<file path="src/rtl/lfsr_rand_gen.sv">
// Galois-LFSR random source with a req/valid handshake.
// Returns a value in [0, range) by bounded rejection sampling.
module lfsr_rand_gen #(
  parameter int                LFSR_W    = 16,
  parameter logic [LFSR_W-1:0] TAPS      = 16'hB400,
  parameter logic [LFSR_W-1:0] SEED      = 16'hACE1,
  parameter int                OUT_W     = 4,
  parameter int                MAX_TRIES = 8
) (
  input  logic              clk,
  input  logic              rst_n,
  input  logic              en,
  input  logic              seed_load,
  input  logic [LFSR_W-1:0] seed_in,
  input  logic              req,
  input  logic [OUT_W-1:0]  range,
  output logic              rdy,
  output logic              valid,
  output logic [OUT_W-1:0]  rand_out,
  output logic              fail,
  output logic [LFSR_W-1:0] lfsr_state
);

  localparam int TRY_W = (MAX_TRIES > 1) ? $clog2(MAX_TRIES) : 1;
  localparam logic [TRY_W-1:0] LAST_TRY = TRY_W'(MAX_TRIES - 1);

  typedef enum logic {IDLE, DRAW} state_t;

  function automatic logic [LFSR_W-1:0] lfsr_advance(input logic [LFSR_W-1:0] s);
    return (s >> 1) ^ (s[0] ? TAPS : '0);
  endfunction

  // An all-zero register would lock the LFSR, so fall back to SEED.
  function automatic logic [LFSR_W-1:0] seed_fix(input logic [LFSR_W-1:0] s);
    return (s == '0) ? SEED : s;
  endfunction

  state_t            state, state_nxt;
  logic [LFSR_W-1:0] lfsr_q, lfsr_nxt, lfsr_adv;
  logic [OUT_W-1:0]  range_q, range_nxt;
  logic [OUT_W-1:0]  cand;
  logic [OUT_W-1:0]  rand_q, rand_nxt;
  logic [TRY_W-1:0]  tries, tries_nxt;
  logic              valid_q, valid_nxt;
  logic              fail_q, fail_nxt;
  logic              hit;

  always_comb begin
    lfsr_adv = lfsr_advance(lfsr_q);
    cand     = lfsr_adv[OUT_W-1:0];
    hit      = (range_q == '0) || (cand < range_q);
  end

  always_comb begin
    state_nxt = state;
    lfsr_nxt  = lfsr_q;
    range_nxt = range_q;
    tries_nxt = tries;
    rand_nxt  = rand_q;
    fail_nxt  = fail_q;
    valid_nxt = 1'b0;
    case (state)
      IDLE: begin
        if (seed_load)
          lfsr_nxt = seed_fix(seed_in);
        else if (en && !req)
          lfsr_nxt = lfsr_adv;
        if (req) begin
          range_nxt = range;
          tries_nxt = '0;
          state_nxt = DRAW;
        end
      end
      DRAW: begin
        if (seed_load) begin
          lfsr_nxt = seed_fix(seed_in);
        end else begin
          lfsr_nxt = lfsr_adv;
          if (hit) begin
            rand_nxt  = cand;
            fail_nxt  = 1'b0;
            valid_nxt = 1'b1;
            state_nxt = IDLE;
          end else if (tries == LAST_TRY) begin
            rand_nxt  = '0;
            fail_nxt  = 1'b1;
            valid_nxt = 1'b1;
            state_nxt = IDLE;
          end else begin
            tries_nxt = tries + 1'b1;
          end
        end
      end
      default: state_nxt = IDLE;
    endcase
  end

  always_ff @(posedge clk or negedge rst_n) begin
    if (!rst_n) begin
      state   <= IDLE;
      lfsr_q  <= SEED;
      range_q <= '0;
      tries   <= '0;
      rand_q  <= '0;
      fail_q  <= 1'b0;
      valid_q <= 1'b0;
    end else begin
      state   <= state_nxt;
      lfsr_q  <= lfsr_nxt;
      range_q <= range_nxt;
      tries   <= tries_nxt;
      rand_q  <= rand_nxt;
      fail_q  <= fail_nxt;
      valid_q <= valid_nxt;
    end
  end

  assign rdy        = (state == IDLE);
  assign valid      = valid_q;
  assign rand_out   = rand_q;
  assign fail       = fail_q;
  assign lfsr_state = lfsr_q;

endmodule

</file>
<file path="config.mk">
export PLATFORM = sky130hd
export DESIGN_NAME = lfsr_rand_gen
export DESIGN_NICKNAME = d
export VERILOG_FILES = /design/src/rtl/lfsr_rand_gen.sv
export SDC_FILE = /design/constraint.sdc
export NUM_CORES = 1
export LEC_CHECK = 0
export CAP_MARGIN = 15
export CORE_MARGIN = 1
export CORE_UTILIZATION = 41
export DETAILED_ROUTE_END_ITERATION = 12
export GPL_TIMING_DRIVEN = 0
export PLACE_DENSITY = 0.77
export SLEW_MARGIN = 30
export SYNTH_ARGS = -nofsm -noshare
export SYNTH_HDL_FRONTEND = slang
export SYNTH_SLANG_ARGS = --single-unit
export TNS_END_PERCENT = 1
</file>
<file path="constraint.sdc">
create_clock -name clk -period 1.51 [get_ports clk]
set_input_delay 0.3775 -clock clk [delete_from_list [all_inputs] [get_ports clk]]
set_output_delay 0.3775 -clock clk [all_outputs]
set_load 0.1 [all_outputs]
</file>
==> Word-level counts from Yosys, hierarchy flattened <==
Cells that the tools add are included.
{ "totals": {"regBits": 30, "wordCells": 51} }
{ "classes": {"n_lt_le_gt_ge": 1, "eq_ne": 6, "muxes": 24, "bitwise": 3, "reduce_logical": 9, "n_addsub": 1} }
{ "op_table": {"columns": ["operator", "count"], "rows": [
  ["$mux W16", 5],
  ["$pmux W16 S2", 1],
  ["$logic_not A16 Y1", 1],
  ["$xor A15 B16 Y16", 1],
  ["$mux W3", 4],
  ["$mux W1", 10],
  ["$mux W4", 2],
  ["$ne A2 B2 Y1 const B", 4],
  ["$pmux W3 S2", 1],
  ["$logic_not A4 Y1", 1],
  ["$lt A4 B4 Y1", 1],
  ["$reduce_and A4 Y1", 1],
  ["$add A3 B1 Y3 const B", 1],
  ["$eq A3 B3 Y1 const B", 1],
  ["$ne A3 B2 Y1 const B", 1],
  ["$reduce_and A3 Y1", 1],
  ["$not A1 Y1", 2],
  ["$pmux W1 S2", 1],
  ["$reduce_and A2 Y1", 1],
  ["$reduce_bool A2 Y1", 1],
  ["$logic_and A1 B1 Y1", 1],
  ["$logic_not A1 Y1", 1],
  ["$logic_or A1 B1 Y1", 1]
]} }

==> Depth between registers and ports, before layout <==
Gate-level depths: netlist of the first run.
{ "logic_depth": {"ltp_word": 7, "ltp_mapped": 7} }

==> Least setup slack after synthesis of the first run <==
OpenSTA, ideal clock, no wires.
{ "synth_timing": {"path_type": "flip-flop to flip-flop", "from": "reg lfsr_q[2], in the netlist lfsr_state[2]", "to": "reg tries[1]", "arrival_ps": 2027, "setup_ps": 128, "n_path_buf": 0, "synth_period_minus_slack_ps": 2154, "stages_incl_launch_ff": 6, "setup_slack_ps": -644, "path_cell_list": "dfrtp_1 ha_1 o211ai_1 o21ai_0 nand2_1 mux2_1"} }
{ "synth_via": {"elab_chain_len": 5} }
{ "synth_rtl": {"columns": ["item", "line_no", "rtl"], "rows": [
  ["start: declaration", "39", "logic [LFSR_W-1:0] lfsr_q, lfsr_nxt, lfsr_adv;"],
  ["start signal: assignment", "109", "lfsr_q <= lfsr_nxt;"],
  ["$xor A15 B16 Y16", "30", "return (s >> 1) ^ (s[0] ? TAPS : '0);"],
  ["$lt A4 B4 Y1", "51", "hit = (range_q == '0) || (cand < range_q);"],
  ["$logic_or A1 B1 Y1", "51", null],
  ["$ne A2 B2 Y1 (no source line)", null, null],
  ["$reduce_and A4 Y1 (no source line)", null, null],
  ["end signal: assignment", "111", "tries <= tries_nxt;"],
  ["end: declaration", "43", "logic [TRY_W-1:0] tries, tries_nxt;"]
]} }
No other way between the ends.
A chain may end at the register's enable or synchronous reset.

==> Worst setup path in the final report of the first run <==
{ "layout_timing": {"from": "reg lfsr_q[4], in the netlist lfsr_state[4]", "to": "reg state"} }
{ "layout_via": {"elab_chain_len": 6} }
{ "layout_rtl": {"columns": ["item", "line_no", "rtl"], "rows": [
  ["$xor A15 B16 Y16", "30", null],
  ["$lt A4 B4 Y1", "51", null],
  ["$logic_or A1 B1 Y1", "51", null],
  ["$mux W1", "79", "if (hit) begin"],
  ["$mux W1", "75", "if (seed_load) begin"],
  ["$pmux W1 S2", "62", "case (state)"],
  ["net state_nxt", "38", "state_t state, state_nxt;"],
  ["end signal: assignment", "108", "state <= state_nxt;"],
  ["end: declaration", "38", null]
]} }
The timed path passes the listed nets, and every way through them passes these cells.

==> flow_summary.ini, run 1 <==
[clocking]
root_buffer = clkbuf_4
cts_num_sinks = 30
clk_latency_ns = 0.33
clockBufferDepth = 2
cts_buffers = 5
cts_tree = built
clk_pin_slew_ns = 0.10
htree_num_levels = 2

[setup_path]
cp.required_ns = 1.78
rr_worst_depth = 6
cp-start-kind = register
r2r_end = state
cp_max_fo = 5
path_class = reg -> reg
r2r_start = lfsr_state[4]
r2r_setup_slack_ns = -0.15
cp_data_arrival_time_ns = 1.93
endpoint_kind = register

[power_and_ir_drop]
power.density_mw_per_mm2 = 2300
power_uw = 5360
power.leakage_uw = 0.00103
peakVddDrop_uv = 1460

[die]
rows = 21
core_sq_mm = 0.00339
dieArea_sq_mm = 0.00386
ios = 48
die_h_microns = 62.1
dieWidth_microns = 62.1
start_util_pct = 43.7

[sta]
tightest_slew_ns = 0.667
setup_ws_ns = -0.147
fin_tns_setup_ns = -1.43
slew_violations = 0
period_needed_ns = 1.66
relSlewSlack_pct = 55.6
finalCritPeriodShare_pct = 110
rsz0062_at_grt = yes
max_freq_mhz = 604
hold_viol = 0
finalSetupViolCount = 16
clock_skew_ns = 0.0148

[cells_and_area]
mostFrequentLayoutCell = clkdlybuf4s50_1
drive_above_1_share_pct = 39.4
diodes = 0
fin_area_sq_mm = 0.00233
syn2layout_area_growth_pct = 57.2
fillers = 260
nNetsFinal = 237
mostFrequentLayoutCells = clkdlybuf4s50_1, nand2_1, o21ai_0, dfrtp_1, buf_4
instances_no_fill = 254

[global_route]
grt_max_degree = 31
grt_overflow = 0
grt_pass1_wl_microns = 6650
grt_pass1_vias = 1373
grt_use_total_pct = 21.9
antenna_found_initial = 0

[job]
drv_cap = 0

[routing]
routedWlPerCell_microns = 16.2
drt-initial-drc-count = 65
final_antenna_net_count = 0
vias = 1356
viasPerCell = 5.34
drc = 0
wirelength_microns = 4100
firstDrtPassIters = 4

[worst_hold_path]
hp-class = in -> async

[placed_design]
dp_slack_ns = -0.613
portBuffers = 47
dp_hpwl_microns = 2780
finalWeightedCongestion = 0.841
numPlacedInstances = 237
post_dp_cell_area_sq_mm = 0.00206

[synthesis]
syn_area_sq_mm = 0.00148
synth_cell_types = 31
synth_nets = 174
ys_warn_count = 0
ys_seq_area_share_pct = 51.3
syn_inst = 144
avgSynthCellArea_sq_um = 10.3
synth_seq_cells = 30

[run_status]
violations = setup timing
outcome = complete, but fails checks
==> how the worst max path moves through the flow <==
stage                       start            end  slack, ns  cells after the start
finish              lfsr_state[4]          state      -0.15                      6
global route        lfsr_state[2]          state      -0.23                      6
CTS                 lfsr_state[4]          state      -0.14                      6
detailed placement  lfsr_state[0]  lfsr_state[0]      -0.61                      1
global placement    lfsr_state[0]  lfsr_state[0]      -0.61                      1
floorplan           lfsr_state[2]       tries[1]      -0.19                      5
==> cells in the mapped netlist <==
master,instances,share of area [%]
dfrtp_1,22,37
nand2_1,20,5.1
o21ai_0,19,6.4
a2bb2oi_1,8,4.7
dfstp_2,8,14
a21oi_1,7,2.4
nor2_1,6,1.5
ha_1,5,4.2
inv_1,5,1.3
mux2i_1,5,3.4
a22o_1,4,2.4
inv_2,4,1.0
nor4_1,4,1.7
buf_2,3,1.0
clkbuf_1,2,0.51
mux2_1,2,1.5
nor2b_1,2,0.84
nor4_2,2,1.7
o211ai_1,2,1.0
o22ai_1,2,0.84
xor2_1,2,1.2
a211o_1,1,0.59
a211oi_2,1,0.84
a41o_1,1,0.68
and2b_1,1,0.51
buf_4,1,0.51
mux2_2,1,0.76
nor2b_2,1,0.59
nor3b_1,1,0.51
o21a_1,1,0.51
xnor2_1,1,0.59
==> per-layer routing <==
metal	vias up	share of wire (%)	global-route usage, %
li1	640	-	-
met1	680	43	28.0
met2	34	53	37.8
met3	2	4.0	3.13
met4	0	0.46	7.85
met5	-	0	0
==> report_power, final <==
part | total [uW] | internal [uW] | switching [uW]
logic | 3390 | 1120 | 2260
clock network | 517 | 224 | 293
registers | 1450 | 1160 | 291
total | 5360 | 2510 | 2850
==> area by class of cell <==
class | instances | area [sq um] | area share (%)
Clock inverter | 2 | 12.5 | 0.537
Multi-Input combinational cell | 99 | 758 | 32.5
Sequential cell | 30 | 773 | 33.2
Tap cell | 46 | 57.6 | 2.47
Timing Repair Buffer | 56 | 602 | 25.8
Clock buffer | 6 | 51.3 | 2.20
Inverter | 9 | 33.8 | 1.45
Buffer | 6 | 42.5 | 1.83
==> flip-flops by register name, indices dropped and copies added, names as in the netlist <==
| signal | cells |
|---|---|
| state | 1 |
| fail | 1 |
| range_q | 4 |
| tries | 3 |
| lfsr_state | 16 |
| valid | 1 |
| rand_out | 4 |
==> repair_timing <==
item | CTS | global route
resized for setup | 162 | 26
pin swaps | 10 | 8
hold buffers | 0 | 0
setup buffers | 5 | 4
setup endpoints to repair | 41 | 38
==> logic make-up after synthesis <==
logic type	after synthesis	share of synthesized area, %
and+or+nand+nor	37	12.4
adders and majority gates	5	4.22
AOI/OAI and AO/OA	46	20.3
xor gates and xnor gates	3	1.77
DFF	30	51.3
muxes	8	5.65
buffers and inverters	15	4.30
==> worst max-delay path, cell delays in order, from the launching register on <==
cell	delay, ns
dfrtp_4	0.51
ha_4	0.28
o211ai_1	0.11
o211ai_1	0.26
nor2b_4	0.26
inv_2	0.07
a21oi_2	0.11
==> through the flow <==
stage | utilization, % | hold slack (ns)
floorplan | - | 0.0819
global placement | 60.8 | 0.465
detailed placement | 60.6 | 0.448
CTS | 64.7 | 0.0799
global route | 68.8 | 0.0992
finish | 68.8 | 0.0652
Note: power is estimated with default switching activity, not from simulation.
==> run 2, diff against run 1 <==
Settings changed: ABC_CLOCK_PERIOD_IN_PS from default to 1510, SETUP_SLACK_MARGIN from default to 0.4.
==> run 2 against run 1 <==
  * The run still ends with setup timing left
  * Die area stayed put
  * Non-clock buffer count did not move
  * Register-to-register slack barely moved
  * Critical path type unchanged
  * Critical endpoint is now rand_out[2]
  * Largest cell class is now buffers
==> flow_summary.ini, run 2 (same netlist as run 1, synthesis figures left out) <==
[run_status]
outcome = complete, but fails checks
violations = setup timing

[sta]
finalSetupViolCount = 12
setup_ws_ns = -0.160
rsz0062_at_grt = yes
slew_violations = 0
finalCritPeriodShare_pct = 111
max_freq_mhz = 599
clock_skew_ns = 0.0132
hold_viol = 0
period_needed_ns = 1.67
tightest_slew_ns = 0.662
relSlewSlack_pct = 55.8

[global_route]
grt_overflow = 0
grt_use_total_pct = 22.1
met1_usage_pct = 27.1
grt_pass1_wl_microns = 6710
grtUsageMet3_pct = 3.13
grt-busiest-layer = met2
grt_max_degree = 31
grt_use_met2_pct = 39.1
grt_pass1_vias = 1434
antenna_found_initial = 0

[setup_path]
crit_chain = ha_4 > o211ai_1 > o211ai_1 > nand2_2 > a22o_1
cp_max_fo = 5
cp_data_arrival_time_ns = 1.89
cp_slowest_cell = dfrtp_4
cp-start-kind = register
slowest_delay_ns = 0.51
cp.required_ns = 1.73
endpoint_kind = register
path_class = reg -> reg
crit_top_cell = o211ai_1

[power_and_ir_drop]
power.leakage_uw = 0.00116
peakVddDrop_uv = 1700
power.density_mw_per_mm2 = 2260

[job]
drv_cap = 0

[die]
rows = 21
ios = 48
dieWidth_microns = 62.1
start_util_pct = 43.7
dieArea_sq_mm = 0.00386
core_sq_mm = 0.00339
die_h_microns = 62.1

[cells_and_area]
fillers = 215
diodes = 0
drive_above_1_share_pct = 44.2
nNetsFinal = 237
instances_no_fill = 254
largest_reg_flops = 16
utilization_pct = 75.2
fin_area_sq_mm = 0.00255
syn2layout_area_growth_pct = 72.0
mostFrequentLayoutCell = buf_12
mostFrequentLayoutCells = buf_12, nand2_1, o21ai_0, dfrtp_1, clkdlybuf4s50_1

[routing]
viasPerCell = 5.34
drc = 0
final_antenna_net_count = 0
vias = 1356
firstDrtPassIters = 4
routedWlPerCell_microns = 17.0
drt-initial-drc-count = 63
wirelength_microns = 4330

[clocking]
cts_buffers = 5
cts_tree = built
clk_pin_slew_ns = 0.11
clockBufferDepth = 2
cts_num_sinks = 30
root_buffer = clkbuf_4
htree_num_levels = 2
clk_latency_ns = 0.33

[placed_design]
portBuffers = 47
finalWeightedCongestion = 0.841
post_dp_cell_area_sq_mm = 0.00206
dp_hpwl_microns = 2780
dp_slack_ns = -0.613
numPlacedInstances = 237

[worst_hold_path]
hp-class = in -> async
## run 2: cell types whose count changed in the layout (fill, tap and decap cells not counted), sizes merged
cell / change
dlymetal6s2s: +8
dlygate4sd2: +1
clkbuf: -3
buf: +3
clkdlybuf4s50: -9
## run 2: area by class of cell
type | count | area [sq um] | area share, %
Multi-Input combinational cell | 99 | 800 | 31.4
Clock inverter | 2 | 12.5 | 0.491
Timing Repair Buffer | 56 | 761 | 29.8
Buffer | 6 | 60.1 | 2.36
Sequential cell | 30 | 774 | 30.4
Tap cell | 46 | 57.6 | 2.26
Inverter | 9 | 33.8 | 1.32
Clock buffer | 6 | 51.3 | 2.01
## run 2: through the flow
stage | hold slack (ns) | total power (uW) | TNS [ns]
final | 0.0645 | 5760 | -1.40
after global routing | 0.101 | 6010 | -2.36
after CTS | 0.0799 | 5490 | -1.23
after detailed placement | 0.448 | 4380 | -18.44
after global placement | 0.465 | 4320 | -28.64
after floorplan | 0.0819 | 3660 | -1.33
## run 2: timing repair
action                     CTS  global route
hold buffers                 0             0
resized for setup          210            33
setup buffers                5             4
setup endpoints to repair   53            53
pin swaps                   12             9
## run 2: critical path, delay by kind of cell (launching register included)
family,cells,cell delay [ns]
compound gates,3,0.61
fa+ha+maj,1,0.28
flops,1,0.51
simple gates,1,0.15
## run 2: layer usage
metal / share of wire [%] / wire length, microns / vias to the layer above
li1: - / - / 640
met1: 43 / 1860 / 670
met2: 52 / 2250 / 36
met3: 3.6 / 158 / 10
met4: 1.5 / 64 / 0
met5: 0 / 0 / -
## run 2: power breakdown
group / internal, uW / switching [uW]
combinational: 1430 / 2300
sequential: 1160 / 348
clock: 224 / 294
total: 2810 / 2940
## run 2: worst paths after layout
kind | slack [ns] | to | from | cells after the start
max in group asynchronous | 0.94 | lfsr_state[2] | rst_n | 1
min in group clk | 0.35 | lfsr_state[6] | seed_in[6] | 2
worst max register to register | -0.16 | rand_out[2] | lfsr_state[4] | 5
worst max-delay path | -0.16 | rand_out[2] | lfsr_state[4] | 5
worst min-delay path | 0.06 | tries[0] | rst_n | 1
worst min register to register | 0.52 | lfsr_state[6] | lfsr_state[6] | 2
==> run 3, diff against run 2 <==
Settings changed: SLEW_MARGIN 30 to 10.
==> results of run 3 <==
The final DEF is identical to that of run 2; final timing and power are the same.
